[config.mk]
export PLATFORM = sky130hd
export DESIGN_NAME = note_sequencer_flat
export DESIGN_NICKNAME = d
export VERILOG_FILES = /design/src/rtl/note_sequencer_if.sv /design/src/rtl/note_sequencer.sv /design/src/flat_wrapper.sv
export SDC_FILE = /design/constraint.sdc
export NUM_CORES = 1
export LEC_CHECK = 0
export ABC_AREA = 1
export CORE_ASPECT_RATIO = 1.1
export CORE_MARGIN = 1
export CORE_UTILIZATION = 45
export CTS_BUF_LIST = sky130_fd_sc_hd__clkbuf_2
export CTS_CLUSTER_DIAMETER = 200
export DETAILED_ROUTE_END_ITERATION = 8
export PLACE_DENSITY = 0.74
export SYNTH_ARGS = -nofsm -noshare
export SYNTH_HDL_FRONTEND = slang
export SYNTH_SLANG_ARGS = --single-unit
[constraint.sdc]
create_clock -name clk -period 3.7 [get_ports clk]
set_input_delay 0.37 -clock clk [delete_from_list [all_inputs] [get_ports clk]]
set_output_delay 0.37 -clock clk [all_outputs]
set_load 0.1 [all_outputs]
[src/rtl/note_sequencer_if.sv]
// Song-buffer handshake between the note sequencer and the song FIFO.
//   fifo_ready : FIFO holds at least one word (FIFO -> sequencer)
//   fifo_data  : song word, valid the cycle after a read_en pulse
//                [11:10] length code, [9:2] notes, [1:0] shift
//   read_en    : one-cycle pop strobe (sequencer -> FIFO)
// master = sequencer side, slave = FIFO side.
interface note_sequencer_if;
  logic        fifo_ready;
  logic [11:0] fifo_data;
  logic        read_en;

  modport master (
    input  fifo_ready,
    input  fifo_data,
    output read_en
  );

  modport slave (
    output fifo_ready,
    output fifo_data,
    input  read_en
  );
endinterface

[src/rtl/note_sequencer.sv]
// Timed playback controller for the sound generator.
// Pops song words from the song buffer, holds each note for (len+1) beats
// minus a silent articulation gap, and handles start/pause/stop plus the
// end-of-song marker (12'hFFF).
// Ports:
//   clk        system clock
//   rst_n      synchronous reset, active-high (name kept for compatibility)
//   start      one-cycle pulse, begin playback (ignored while playing)
//   pause      level, freeze playback while high
//   stop       one-cycle pulse, abort playback
//   fifo       song-buffer handshake (master side)
//   notes      note bitmap to the sound generator
//   shift      octave shift to the sound generator
//   playing    high in every state except IDLE
//   done       one-cycle pulse on end-of-song
//   beat_tick  one-cycle pulse at each beat boundary in PLAY
// All outputs are registered.
module note_sequencer #(
  parameter int unsigned BEAT_CYCLES = 25_000_000,
  parameter int unsigned GAP_CYCLES  = 2_500_000,
  parameter int unsigned CNT_W       = 27
) (
  input  logic                  clk,
  input  logic                  rst_n,
  input  logic                  start,
  input  logic                  pause,
  input  logic                  stop,
  note_sequencer_if.master      fifo,
  output logic [7:0]            notes,
  output logic [1:0]            shift,
  output logic                  playing,
  output logic                  done,
  output logic                  beat_tick
);

  localparam logic [2:0] S_IDLE  = 3'd0;
  localparam logic [2:0] S_FETCH = 3'd1;
  localparam logic [2:0] S_WAIT  = 3'd2;
  localparam logic [2:0] S_LOAD  = 3'd3;
  localparam logic [2:0] S_PLAY  = 3'd4;
  localparam logic [2:0] S_GAP   = 3'd5;

  localparam logic [11:0]      END_MARK  = 12'hFFF;
  localparam logic [CNT_W-1:0] CNT_ONE   = CNT_W'(1);
  localparam logic [CNT_W-1:0] GAP_LOAD  = CNT_W'(GAP_CYCLES);
  localparam logic [CNT_W-1:0] PHASE_MAX = CNT_W'(BEAT_CYCLES - 1);

  logic [2:0]       r_state;
  logic [CNT_W-1:0] r_cnt;
  logic [CNT_W-1:0] r_phase;   // position within the current beat
  logic             r_frozen;  // current cycle is a paused (non-advancing) cycle
  logic [7:0]       r_note;    // note of the word being played
  logic [1:0]       r_shft;
  logic             r_read_en;
  logic [7:0]       r_notes;
  logic [1:0]       r_shift;
  logic             r_playing;
  logic             r_done;
  logic             r_beat_tick;

  logic [2:0]       w_state;
  logic [CNT_W-1:0] w_cnt;
  logic [CNT_W-1:0] w_phase;
  logic [7:0]       w_note;
  logic [1:0]       w_shft;
  logic             w_read_en;
  logic             w_done;
  logic             w_frozen;
  logic             w_sounding;

  always_comb begin
    w_state   = r_state;
    w_cnt     = r_cnt;
    w_phase   = r_phase;
    w_note    = r_note;
    w_shft    = r_shft;
    w_read_en = 1'b0;
    w_done    = 1'b0;

    case (r_state)
      S_IDLE: begin
        if (start && !stop) w_state = S_FETCH;
      end
      S_FETCH: begin
        if (fifo.fifo_ready) begin
          w_read_en = 1'b1;
          w_state   = S_WAIT;
        end
      end
      S_WAIT: begin
        w_state = S_LOAD;
      end
      S_LOAD: begin
        if (fifo.fifo_data == END_MARK) begin
          w_done  = 1'b1;
          w_state = S_IDLE;
        end else begin
          w_note  = fifo.fifo_data[9:2];
          w_shft  = fifo.fifo_data[1:0];
          w_cnt   = CNT_W'((32'(fifo.fifo_data[11:10]) + 32'd1) * BEAT_CYCLES
                           - GAP_CYCLES);
          w_phase = '0;
          w_state = S_PLAY;
        end
      end
      S_PLAY: begin
        // A frozen cycle consumed no time, so it does not advance the count.
        if (!r_frozen) begin
          if (r_cnt == CNT_ONE) begin
            w_cnt   = GAP_LOAD;
            w_state = S_GAP;
          end else begin
            w_cnt   = r_cnt - CNT_ONE;
            w_phase = (r_phase == PHASE_MAX) ? '0 : r_phase + CNT_ONE;
          end
        end
      end
      S_GAP: begin
        if (!r_frozen) begin
          if (r_cnt == CNT_ONE) begin
            w_cnt   = '0;
            w_state = S_FETCH;
          end else begin
            w_cnt = r_cnt - CNT_ONE;
          end
        end
      end
      default: begin
        w_state = S_IDLE;
      end
    endcase

    // stop wins over everything; a word already popped is simply dropped.
    if (stop && (r_state != S_IDLE)) begin
      w_state   = S_IDLE;
      w_read_en = 1'b0;
      w_done    = 1'b0;
      w_cnt     = '0;
      w_phase   = '0;
    end

    // pause only bites once the next cycle would be timed (PLAY/GAP), which
    // lets an in-flight fetch complete and freeze at the entry to PLAY.
    w_frozen   = pause && ((w_state == S_PLAY) || (w_state == S_GAP));
    w_sounding = (w_state == S_PLAY) && !pause;
  end

  always_ff @(posedge clk) begin
    if (rst_n) begin
      r_state     <= S_IDLE;
      r_cnt       <= '0;
      r_phase     <= '0;
      r_frozen    <= 1'b0;
      r_note      <= '0;
      r_shft      <= '0;
      r_read_en   <= 1'b0;
      r_notes     <= '0;
      r_shift     <= '0;
      r_playing   <= 1'b0;
      r_done      <= 1'b0;
      r_beat_tick <= 1'b0;
    end else begin
      r_state     <= w_state;
      r_cnt       <= w_cnt;
      r_phase     <= w_phase;
      r_frozen    <= w_frozen;
      r_note      <= w_note;
      r_shft      <= w_shft;
      r_read_en   <= w_read_en;
      r_notes     <= w_sounding ? w_note : '0;
      r_shift     <= w_sounding ? w_shft : '0;
      r_playing   <= (w_state != S_IDLE);
      r_done      <= w_done;
      r_beat_tick <= w_sounding && (w_phase == '0);
    end
  end

  assign fifo.read_en = r_read_en;
  assign notes        = r_notes;
  assign shift        = r_shift;
  assign playing      = r_playing;
  assign done         = r_done;
  assign beat_tick    = r_beat_tick;

endmodule

[src/flat_wrapper.sv]
// flat-port wrapper written by rule: the top's interface ports become plain ports
module note_sequencer_flat 
#(
  parameter int unsigned BEAT_CYCLES = 25_000_000,
  parameter int unsigned GAP_CYCLES  = 2_500_000,
  parameter int unsigned CNT_W       = 27
)
  (clk, rst_n, start, pause, stop, notes, shift, playing, done, beat_tick, fifo_fifo_ready, fifo_fifo_data, fifo_read_en);
  note_sequencer_if fifo_i ();
  input  logic clk;
  input  logic rst_n;
  input  logic start;
  input  logic pause;
  input  logic stop;
  output logic [7:0] notes;
  output logic [1:0] shift;
  output logic playing;
  output logic done;
  output logic beat_tick;
  input wire logic [$bits(fifo_i.fifo_ready)-1:0] fifo_fifo_ready;
  input wire logic [$bits(fifo_i.fifo_data)-1:0] fifo_fifo_data;
  output wire logic [$bits(fifo_i.read_en)-1:0] fifo_read_en;
  assign fifo_i.fifo_ready = fifo_fifo_ready;
  assign fifo_i.fifo_data = fifo_fifo_data;
  assign fifo_read_en = fifo_i.read_en;
  note_sequencer #(.BEAT_CYCLES(BEAT_CYCLES), .GAP_CYCLES(GAP_CYCLES), .CNT_W(CNT_W)) u_core (.clk(clk), .rst_n(rst_n), .start(start), .pause(pause), .stop(stop), .fifo(fifo_i), .notes(notes), .shift(shift), .playing(playing), .done(done), .beat_tick(beat_tick));
endmodule
==> results by group <==
STA
  – RSZ-0062 raised after global routing: no
  – Worst-margin pin slew: 0.983 ns
  – Hold WS: 0.308 ns
  – Clk_skew: 0.0294 ns
  – F_max: 0.379 GHz
  – Slew HR: 34.3%
  – Final hold violations: 0
  – Fin crit share: 71.3%
  – Max-slew violations: 0
  – # setup viols final: 0
  – Final min period: 2.64 ns
  – Final setup TNS: 0 ns

Routing
  – # DRC: 0
  – Drt total wl: 15.7 mm
  – DR vias: 6,021
  – DRT Pass-1 Iters: 4
  – Routed len/inst: 13.9 um
  – Antenna Violating Nets Remaining: 0
  – 1st-iter DRT viols: 366
  – Drt via density: 5.31

Yosys
  – Average cell area after synthesis: 6.08 sq um
  – Syn_nets: 987
  – Netlist cell types: 42
  – Dominant synthesized flop cell: dfxtp_1
  – Mapped Cells: 951
  – Seq/Total Area, Yosys: 28.4%
  – Post-Syn Area: 5790 sq um
  – Ys Warns: 0
  – Post-synth ARST share: 0%
  – FF+latch count, synth: 82
  – EDFF count, synth: 0

Critical path
  – Reg2Reg Launch Point: u_core.r_cnt[1]
  – Crit path DAT: 3.22 ns
  – Critical path type: input port to register
  – WP buf/inv: 2
  – Peak fanout along the critical path: 10
  – Worst r2r path cells: 16
  – Slowest CP cell: clkdlybuf4s50_1
  – Crit Reg-Reg Endpoint: u_core.beat_tick
  – CP Capture Type: register
  – Startpoint Class: input port
  – CP top delay family: buffers and inverters
  – Critical Path Max Stage Delay: 0.67 ns
  – R2R Setup Slk: 1.10 ns
  – Worst Path Required: 4.28 ns
  – Cell Chain, Critical Path: clkdlybuf4s50_1, inv_1, ha_1, xnor2_1, ha_1, nand4_1, nand3b_1, xnor2_1, a31oi_1, or2_2, a21oi_1, nor2_1, nor2_1

Clock network
  – Clock-pin slew on the worst setup and hold paths: 0.28 ns
  – TritonCTS clock tree: yes
  – CTS Hold Bufs: 0
  – H-tree lvl count: 3
  – # resized after CTS: 0
  – Total CTS buffers: 9
  – CTS max path bufs: 2
  – Skew-Pair Late Insertion Delay: 0.63 ns
  – Post-CTS setup repair buffer count: 0
  – Clk sinks: 82
  – Root buf cell: clkbuf_2

Placed design
  – Port Buffers: 31
  – Post-DP HPWL: 11.5 mm
  – GP Congestion: 0.902
  – Area after DPL: 6200 sq um

Global routing
  – First-pass GRT wire length: 25.9 mm
  – Initial antenna violation count: 1
  – Total gr overflow: 0
  – Largest net degree at the start of global routing: 40
  – GRT Total Usage: 24.9%
  – Vias in the first global route: 5,491

Power
  – IR drop worst, VDD: 0.245 mV
  – Leak: 2.96 nW
  – Cell area power density: 278 nW/um^2

Die
  – Core ar.: 12,600 sq um
  – Chip width: 110 um
  – Num rows: 43
  – Die height: 121 um
  – I/O pin cnt: 32
  – Starting density of the core: 46.0%
  – Die footprint: 13,300 sq um

Run
  – Max cap viols: 0

Layout
  – Final nets: 1,006
  – Multi-input logic area: 3570 sq um
  – Area grow syn2layout: 9.25%
  – Fin area: 6320 sq um
  – FILL cells: 1,336
  – Layout cells sized above 1: 5.74%
  – Sequential cell area: 1640 sq um

Hold path
  – Worst Hold Class: input port to register
  – HP Start: pause
  – WHS Path Cells: 3
  – WHS Endpoint: u_core.r_frozen

Status
  – Status: finished, final reports clean
## cells in the mapped netlist (all sizes together), types with 14 or more instances
cell type | count | share of area [%]
nand3 | 72 | 6.3
nand4 | 19 | 2.1
xor2 | 14 | 2.1
nand2 | 261 | 17
inv | 105 | 6.9
o21ai | 43 | 3.7
a21oi | 82 | 7.3
ha | 17 | 3.7
buf | 20 | 2.2
nor2 | 155 | 10
a221oi | 14 | 2.1
dfxtp | 82 | 28
nor3 | 19 | 1.8
## registers in the layout, indices dropped and copies added (netlist names), 2 cells and up
| name | count |
|---|---|
| u_core.r_note | 8 |
| u_core.notes | 8 |
| u_core.r_state | 3 |
| u_core.r_cnt | 27 |
| u_core.r_phase | 27 |
| u_core.r_shft | 2 |
| u_core.shift | 2 |
## worst register-to-register path: cells and delay by family, from the launching register on
kind / cells / cell delay, ns
compound gates: 1 / 0.16
fa+ha+maj: 1 / 0.21
buf+inv: 2 / 0.43
flops: 1 / 0.39
simple gates: 12 / 1.41
## cell families (layout without fill, tap and decap cells)
family | count (synthesis) | count (layout) | share of synthesized area (%)
and+or+nand+nor | 536 | 536 | 39.2
AOI/OAI and AO/OA | 151 | 151 | 14.7
buffers and inverters | 139 | 163 | 9.92
DFF | 82 | 82 | 28.4
adders and majority gates | 18 | 18 | 4.02
xor gates and xnor gates | 18 | 18 | 2.72
muxes | 6 | 6 | 1.04
other | 1 | 2 | 0.0648
## layout make-up
class,count,share of cell area [%]
diodes,1,0.0396
clock buffers,9,0.712
clock inverters,7,1.21
inverters,106,6.33
multi-input cells,730,56.5
flip-flops and latches,82,26.0
well taps,157,3.11
repair buffers,41,6.10
## worst max path at each step
stage / from / endpoint / slack (ns) / cells after the start
4_1_cts: fifo_fifo_data[10] / u_core.r_cnt[22] / 1.10 / 13
5_1_grt: u_core.r_cnt[1] / u_core.r_cnt[15] / 0.85 / 12
2_1_floorplan: fifo_fifo_data[10] / u_core.r_cnt[22] / 1.41 / 12
6_report: fifo_fifo_data[10] / u_core.r_cnt[22] / 1.06 / 13
3_5_place_dp: fifo_fifo_data[10] / u_core.r_cnt[22] / 0.41 / 13
3_3_place_gp: fifo_fifo_data[10] / u_core.r_cnt[22] / 0.52 / 13
## layer usage
layer | track usage, % | up-vias | share of wire, %
li1 | - | 3122 | -
met1 | 31.4 | 2751 | 47
met3 | 3.76 | 31 | 3.8
met5 | 0 | - | 0
met4 | 10.7 | 0 | 2.4
met2 | 41.7 | 117 | 47
## power breakdown
part	internal (W)	total [W]	switching, W
clock network	0.000117	0.000525	0.000407
logic	0.000107	0.000321	0.000214
registers	0.000900	0.000912	0.0000119
total	0.00112	0.00176	0.000633
## stage by stage
step	std cells	power [W]	utilization (%)	setup slack, ns
2_1_floorplan	951	0.00115	-	1.41
3_3_place_gp	1116	0.00124	49.2	0.520
3_5_place_dp	1116	0.00124	49.2	0.413
4_1_cts	1132	0.00177	50.2	1.10
5_1_grt	1133	0.00185	50.2	0.850
6_report	1133	0.00176	50.2	1.06
## layout by cell type, fill, tap and decap left out, types with 18 or more instances in the layout
cell type / count
nor2_1: 147
nand3_1: 71
nor3_1: 18
nand2_1: 257
a21oi_1: 78
o21ai_0: 42
nand4_1: 19
inv_1: 94
clkdlybuf4s50_1: 31
dfxtp_1: 82
(Power assumes the default switching activity.)
